`src/rtl/pwm_decoder.sv`:
```
// PWM receiver: measures period and high time of pwm_in in `step` ticks, once per period.
// Optional macro PWM_DEC_GLITCH_EN adds a 2-tick agreement filter on the sampled level.
module pwm_decoder #(
    parameter int          W       = 16,
    parameter int unsigned TIMEOUT = 2**W - 1
) (
    input  logic         clk,
    input  logic         rst,
    input  logic         ena,
    input  logic         step,
    input  logic         pwm_in,
    output logic [W-1:0] period,
    output logic [W-1:0] high_time,
    output logic         valid,
    output logic         stuck,
    output logic         stuck_level,
    output logic         o_dbg_state
);

    typedef enum logic {
        SEEK    = 1'b0,
        MEASURE = 1'b1
    } state_t;

    localparam logic [W-1:0] TO = W'(TIMEOUT);

    logic         r_sync1;
    logic         r_sync2;
    logic         r_lvl;
    logic         r_primed;
    state_t       r_state;
    logic [W-1:0] r_per;
    logic [W-1:0] r_hi;
    logic [W-1:0] r_idle;
    logic         r_valid;
    logic [W-1:0] r_period;
    logic [W-1:0] r_high;
    logic         r_stuck;
    logic         r_stuck_lvl;

    logic         w_new_lvl;
    logic         w_pend_next;
    logic         w_rise;
    logic [W-1:0] w_per_inc;
    logic [W-1:0] w_idle_inc;
    logic [W-1:0] w_hi_inc;

`ifdef PWM_DEC_GLITCH_EN
    logic r_pend;

    // A level change is accepted only when seen on two consecutive primed ticks.
    always_comb begin
        w_new_lvl   = r_sync2;
        w_pend_next = 1'b0;
        if (r_primed) begin
            w_new_lvl = r_lvl;
            if (r_sync2 != r_lvl) begin
                if (r_pend) begin
                    w_new_lvl = r_sync2;
                end else begin
                    w_pend_next = 1'b1;
                end
            end
        end
    end
`else
    assign w_new_lvl   = r_sync2;
    assign w_pend_next = 1'b0;
`endif

    assign w_rise     = step & r_primed & w_new_lvl & ~r_lvl;
    assign w_per_inc  = r_per + 1'b1;
    assign w_idle_inc = r_idle + 1'b1;
    assign w_hi_inc   = r_hi + {{(W-1){1'b0}}, w_new_lvl};

    always_ff @(posedge clk) begin
        if (rst) begin
            r_sync1     <= 1'b0;
            r_sync2     <= 1'b0;
            r_lvl       <= 1'b0;
            r_primed    <= 1'b0;
            r_state     <= SEEK;
            r_per       <= '0;
            r_hi        <= '0;
            r_idle      <= '0;
            r_valid     <= 1'b0;
            r_period    <= '0;
            r_high      <= '0;
            r_stuck     <= 1'b0;
            r_stuck_lvl <= 1'b0;
`ifdef PWM_DEC_GLITCH_EN
            r_pend      <= 1'b0;
`endif
        end else begin
            r_sync1 <= pwm_in;
            r_sync2 <= r_sync1;
            r_valid <= 1'b0;
            if (!ena) begin
                r_state  <= SEEK;
                r_per    <= '0;
                r_hi     <= '0;
                r_idle   <= '0;
                r_primed <= 1'b0;
`ifdef PWM_DEC_GLITCH_EN
                r_pend   <= 1'b0;
`endif
            end else if (step) begin
                // The unprimed tick only loads the level so its reset value cannot fake an edge.
                r_lvl    <= w_new_lvl;
                r_primed <= 1'b1;
`ifdef PWM_DEC_GLITCH_EN
                r_pend   <= w_pend_next;
`endif
                if (r_primed) begin
                    case (r_state)
                        SEEK: begin
                            if (w_rise) begin
                                r_state <= MEASURE;
                                r_per   <= W'(1);
                                r_hi    <= W'(1);
                                r_idle  <= '0;
                            end else if (w_idle_inc == TO) begin
                                r_valid     <= 1'b1;
                                r_period    <= '0;
                                r_high      <= '0;
                                r_stuck     <= 1'b1;
                                r_stuck_lvl <= w_new_lvl;
                                r_idle      <= '0;
                            end else begin
                                r_idle <= w_idle_inc;
                            end
                        end
                        MEASURE: begin
                            if (w_rise) begin
                                r_valid     <= 1'b1;
                                r_period    <= r_per;
                                r_high      <= r_hi;
                                r_stuck     <= 1'b0;
                                r_stuck_lvl <= w_new_lvl;
                                r_per       <= W'(1);
                                r_hi        <= W'(1);
                            end else if (w_per_inc == TO) begin
                                r_valid     <= 1'b1;
                                r_period    <= '0;
                                r_high      <= '0;
                                r_stuck     <= 1'b1;
                                r_stuck_lvl <= w_new_lvl;
                                r_state     <= SEEK;
                                r_per       <= '0;
                                r_hi        <= '0;
                                r_idle      <= '0;
                            end else begin
                                r_per <= w_per_inc;
                                r_hi  <= w_hi_inc;
                            end
                        end
                        default: r_state <= SEEK;
                    endcase
                end
            end
        end
    end

    assign period      = r_period;
    assign high_time   = r_high;
    assign valid       = r_valid;
    assign stuck       = r_stuck;
    assign stuck_level = r_stuck_lvl;
    assign o_dbg_state = r_state;

endmodule

```
`config.mk`:
```
export PLATFORM = sky130hd
export DESIGN_NAME = pwm_decoder
export DESIGN_NICKNAME = d
export VERILOG_FILES = /design/src/rtl/pwm_decoder.sv
export SDC_FILE = /design/constraint.sdc
export NUM_CORES = 1
export LEC_CHECK = 0
export ABC_CLOCK_PERIOD_IN_PS = 3300
export BUFFER_PORTS_ARGS = -buffer_cell sky130_fd_sc_hd__buf_2
export CAP_MARGIN = 20
export CELL_PAD_IN_SITES_DETAIL_PLACEMENT = 0
export CELL_PAD_IN_SITES_GLOBAL_PLACEMENT = 1
export CORE_ASPECT_RATIO = 2
export CORE_MARGIN = 2
export CORE_UTILIZATION = 45
export DETAILED_ROUTE_END_ITERATION = 12
export MAX_ROUTING_LAYER = met4
export PLACE_DENSITY_LB_ADDON = 0.3
export SLEW_MARGIN = 20
export SYNTH_ARGS = -nofsm -noshare
export SYNTH_HDL_FRONTEND = slang
export SYNTH_SLANG_ARGS = --single-unit
```
`constraint.sdc`:
```
create_clock -name clk -period 3.3 [get_ports clk]
set_input_delay 0.33 -clock clk [delete_from_list [all_inputs] [get_ports clk]]
set_output_delay 0.33 -clock clk [all_outputs]
set_load 0.02 [all_outputs]
```
==> impl_results.md, run 1 <==
* Largest area contributor in the netlist: dfxtp_1
* DRC at 0
* Later-pin clock latency in the skew report at 340 ps
* Syn. warnings at 0
* Initial Util at 46.0%
* CP Cell Sequence: ha_1, and4_4, and4_4, o221ai_2, a2111oi_4, o21ai_2, a21bo_2, buf_12, mux2i_1
* Syn Area/Cell at 8.41 µm²
* FP Rows at 52
* First-pass GRT wire length at 19.0 mm
* Crit-path most repeated cell: and4_4
* Share of cells above drive strength 1 at between 10% and 20%
* Via count at approximately 4,000
* CTS tree: done
* Final Hold Viols at 0
* P_leak at 1.97 nW
* Reg2reg start: r_per[0]
* PD cells at 411 mW/mm²
* Worst hold start: pwm_in
* Highest cell delay on the worst timing path at 500 ps
* Period utilization at between 80% and 90%
* Syn nets at 559
* Largest cells by area after synthesis: dfxtp_1 38%, mux2i_1 8.7%, nand2_1 6.0%
* R2R Path End: period[4]
* DR WL/cell at around 16 µm
* Clock Pin Slew Worst Setup and Hold Paths at 70 ps
* N_diodes at 0
* Hold Crit Class: in -> reg
* Largest net degree at the start of global routing at 33
* Peak supply drop at roughly 260 µV
* Worst Hold End: r_sync1
* #FFs+latches synth at 88
* Mapped Area at about 0.0046 mm²
* Port bufs at 40
* DRT Pass-1 Iters at 4
* Vias per std cell at around 5.6
* Area grow syn2layout at 13.0%
* Max-slew violation count at 0
* Setup Viol. Count Final at 0
* Post-synthesis sequential area ratio at roughly two fifths
* Most frequently used cell type in the post-synthesis netlist: dfxtp_1
* Setup bufs post-CTS at 0
* Total CTS buffers at 9
* Mapped Cells at between 500 and 600
* R2R depth at 9
* Ys async rst share at 0%
* Setup crit start kind: flip-flop
* RSZ-0062 raised after global routing: false
* Crit Path Category: reg -> reg
* Starting DRT DRC Count at approximately 160
* Height of the die at between 100 and 150 µm
* Initial antenna violation count at 0
* CP startpoint: r_per[0]
* Clock skew at 9.67 ps
* Final TNS setup at 0 ps
* CP Capture Type: flip-flop
* Vias in the first global route at slightly below 4,000
* Post_cts resized at 0
* Congestion Overflow GR at 0
* Distinct cells, synth at 59
* H-tree depth at 3
* Fin nets at between 500 and 600
* Post-synth EDFFs at 0
* Commonest register cell after synthesis: dfxtp_1
* FMAX at around 340 MHz
* Flop-to-flop setup slack at 330 ps
* Hold Path Cell Cnt at 2
* CTS Root Buffer Type: clkbuf_16
* Die width at between 70 and 80 µm
* Worst path slowest cell: dfxtp_1
* Dpl hpwl at 8.67 mm
* Die area at around 0.011 mm²
* Total GRT Usage at between 20 and 25%
* Clk sinks at between 80 and 90
* Worst-Margin Slew at between 500 and 600 ps
* CTS Hold Bufs at 0
* Worst-path fanout max at 21
* Clk buf depth at 2
* Core region area at about 0.01 mm²
* Total power at about 0.0021 W
* Gpl congestion at around 0.9
* Worst EP required at around 3500 ps
* Area share of the largest cell type after synthesis at 38.2%
* I/O pin count at about 40
* Final worst path period need at roughly 3000 ps
* Max Cap Viol at 0
* Commonest cells post-synth: 88 x dfxtp_1, 74 x nand2_1, 44 x nor2_1
* Outcome: finished clean
* Crit path DAT at between 3000 and 4000 ps
* ANT nets after route at 0
* Slew headroom at about two thirds
* WL final at 11.7 mm
stage by stage:
stage / area [µm²] / setup WS [ps] / hold slack [ps] / instances / util, %
2_1_floorplan: 4610 / 807 / 414 / 548 / -
3_3_place_gp: 4910 / 466 / 425 / 707 / 49.0
3_5_place_dp: 4910 / 367 / 433 / 707 / 49.0
4_1_cts: 5210 / 354 / 202 / 722 / 52.0
5_1_grt: 5210 / 177 / 224 / 722 / 52.0
6_report: 5210 / 333 / 217 / 722 / 52.0
critical path, delay by kind of cell (launching register included):
family	cells	cell delay [ps]
AO/OA/AOI/OAI	4	920
adder cells (fa/ha/maj)	1	430
buffers and inverters	1	250
flip-flops	1	500
multiplexers	1	130
AND/OR/NAND/NOR	2	590
power breakdown:
group	total [W]	switching (W)	internal (W)
sequential	0.00107	0.00000196	0.00106
combinational	0.0000563	0.0000348	0.0000215
clock	0.00102	0.000433	0.000587
worst max-delay path by stage:
stage	end	cells after the start
3_5_place_dp	period[4]	9
5_1_grt	period[13]	9
4_1_cts	period[4]	9
2_1_floorplan	r_idle[4]	8
6_report	period[4]	9
3_3_place_gp	period[4]	9
placed cells by master (no fill, tap or decap), drive strengths merged, types with 8 or more instances in the layout:
cell type  netlist  layout
o21ai           17      17
buf             19      57
xnor2           10      10
a21oi           20      20
nand4           22      22
dfxtp           88      88
nand2           74      74
nor2b            8       8
nor2            44      44
xor2             8       8
nor3             9       9
inv             22      24
nand3           31      31
mux2i           40      40
clkbuf          14       9
nand2b          40      40
a31oi           11      11
metal layers:
| layer | GRT usage, % | part of all wire (%) | up-vias |
|---|---|---|---|
| met3 | 2.88 | 2.4 | 41 |
| met2 | 39.8 | 56 | 93 |
| met5 | - | 0 | - |
| met4 | 16.6 | 5.7 | 0 |
| met1 | 22.1 | 36 | 1889 |
| li1 | - | - | 2000 |
registers in the layout (all words and copies together), names as in the netlist:
name         flops
r_sync1          1
stuck            1
r_per           16
r_idle          16
high_time       16
r_hi            16
valid            1
r_lvl            1
period          16
r_primed         1
o_dbg_state      1
r_sync2          1
stuck_level      1
cell families after synthesis:
logic type | Yosys count | synth area share [%]
adder cells (fa/ha/maj) | 6 | 1.63
XOR/XNOR | 18 | 3.42
AO/OA/AOI/OAI | 84 | 13.3
AND/OR/NAND/NOR | 257 | 28.3
buffers and inverters | 55 | 6.44
flip-flops | 88 | 38.2
multiplexers | 40 | 8.69
layout make-up:
| cell class | instances | area (µm²) |
|---|---|---|
| fillers | 1015 | 4810 |
| multi-input cells | 405 | 2560 |
| flip-flops and latches | 88 | 1760 |
| repair buffers | 57 | 340 |
| clock buffers | 9 | 225 |
| well taps | 135 | 169 |
| inverters | 22 | 82.6 |
| clock inverters | 6 | 67.6 |
Power figures use the tool's default switching activity.
==> run 2, diff against run 1 <==
RECOVER_POWER = 50   (was default)
==> run 2 against run 1 <==
Against the previous run: highest routed layer unchanged; clock-buffer cell count is the same; worst setup slack worse by 31 ps; first-iteration DRC count is 7.5% lower.
==> impl_results.md, run 2 (synthesis gave the netlist of run 1 again) <==
* Max Cap Viol at 0
* Core Util, Final at 51.3%
* CP Capture Type: flip-flop
* CTS tree: done
* Dpl hpwl at 8.67 mm
* RSZ-0062 raised after global routing: false
* Setup crit end: r_hi[11]
* Core region area at 0.0100 mm²
* Total GRT Usage at approximately 23%
* N_diodes at 0
* Clock skew at a little under 10 ps
* Later-pin clock latency in the skew report at approximately 340 ps
* WL final at 11.8 mm
* Peak supply drop at around 260 µV
* FMAX at 333 MHz
* Multi-input gate area at roughly 0.0026 mm²
* Setup bufs post-CTS at 0
* Port bufs at 40
* Initial Util at a little under half
* Worst-path fanout max at 14
* Reg2reg start: r_per[0]
* Largest net degree at the start of global routing at 33
* Area grow syn2layout at 11.6%
* Die area at 0.0111 mm²
* Clk sinks at approximately 90
* Vias in the first global route at slightly below 4,000
* Clk buf depth at 2
* CP startpoint: r_per[0]
* Gpl congestion at 0.896
* Flop-to-flop setup slack at 300 ps
* CTS Hold Bufs at 0
* Register area at between 0.0015 and 0.002 mm²
* Commonest non-fill, non-tap cell in the layout: dfxtp_1
* DR WL/cell at 16.3 µm
* Post_cts resized at 0
* Total CTS buffers at 9
* Crit path DAT at 3220 ps
* DRT Pass-1 Iters at 4
* Via count at just over 4,000
* Worst EP required at 3520 ps
* Max-slew violation count at 0
* FP Rows at 52
* First-pass GRT wire length at 19.0 mm
* ANT nets after route at 0
* Height of the die at 147 µm
* Setup Viol. Count Final at 0
* I/O pin count at 41
* Share of cells above drive strength 1 at 8.52%
* Die width at roughly 76 µm
* Clock Pin Slew Worst Setup and Hold Paths at ~60 ps
* Slew headroom at approximately 36%
* Commonest cells after routing, fill and taps aside: 88 x dfxtp_1, 74 x nand2_1, 44 x nor2_1
* R2R depth at 10
* CTS Root Buffer Type: clkbuf_16
* Starting DRT DRC Count at between 100 and 150
* Vias per std cell at 5.59
* Initial antenna violation count at 0
* Hold Crit Class: in -> reg
* Period utilization at 90.9%
* PD cells at ~420 mW/mm²
* R2R Path End: r_hi[11]
* Outcome: finished clean
* P_leak at about 1.8 nW
* Setup crit start kind: flip-flop
* DRC at 0
* Final Hold Viols at 0
* Final TNS setup at 0 ps
* Congestion Overflow GR at 0
* # fillers at between 1,000 and 1,500
* H-tree depth at 3
* Final worst path period need at between 2000 and 3000 ps
* Crit Path Category: reg -> reg
* Fin nets at 594
* Worst-Margin Slew at roughly 960 ps
[run 2: cell count changes in the layout (fill, tap and decap cells not counted), sizes merged]
cell    previous run  this run
buf               57        16
clkbuf             9        50
[run 2: report_power, final]
part	internal (W)	switching [W]	total (W)
Clock	0.000587	0.000432	0.00102
Combinational	0.0000206	0.0000347	0.0000553
Sequential	0.00106	0.00000195	0.00107
Total	0.00167	0.000469	0.00214
[run 2: final cells by class]
type	instances	share of cell area, %
Tap cell	135	3.28
Clock inverter	6	1.31
Inverter	22	1.61
Sequential cell	88	34.2
Multi-Input combinational cell	405	49.7
Clock buffer	9	4.38
Timing Repair Buffer	57	5.47
[run 2: worst min path at each step]
stage | cells past startpoint | slack (ps) | endpoint | startpoint
global route | 2 | 220 | r_sync1 | pwm_in
global placement | 1 | 420 | r_sync2 | r_sync1
detailed placement | 1 | 430 | r_sync2 | r_sync1
floorplan | 1 | 410 | r_sync2 | r_sync1
finish | 2 | 220 | r_sync1 | pwm_in
CTS | 2 | 200 | r_sync1 | pwm_in
[run 2: metal layers]
metal / track usage, % / up-vias / wire length, µm / share of wire (%)
li1: - / 2000 / - / -
met1: 22.1 / 1890 / 4320 / 37
met2: 39.8 / 102 / 6420 / 55
met3: 2.88 / 47 / 266 / 2.3
met4: 16.6 / 0 / 771 / 6.5
met5: - / - / 0 / 0
[run 2: metrics by stage]
step	setup WS [ps]	std cells	power, W	hold slack (ps)	cell area, µm²
finish	301	722	0.00214	216	5140
global route	90.6	722	0.00222	224	5140
CTS	354	722	0.00217	202	5210
detailed placement	367	707	0.00115	433	4910
global placement	466	707	0.00115	425	4910
floorplan	807	548	0.00113	414	4610
[run 2: worst max-delay path, stage by stage, from the launching register on]
cell and delay [ps]:
dfxtp_1 500, ha_1 430, and4_4 340, and4_4 250
o221ai_2 110, a2111oi_4 350, clkbuf_1 380, nor3_1 80
o21ai_1 140, buf_4 230, nor2_1 70
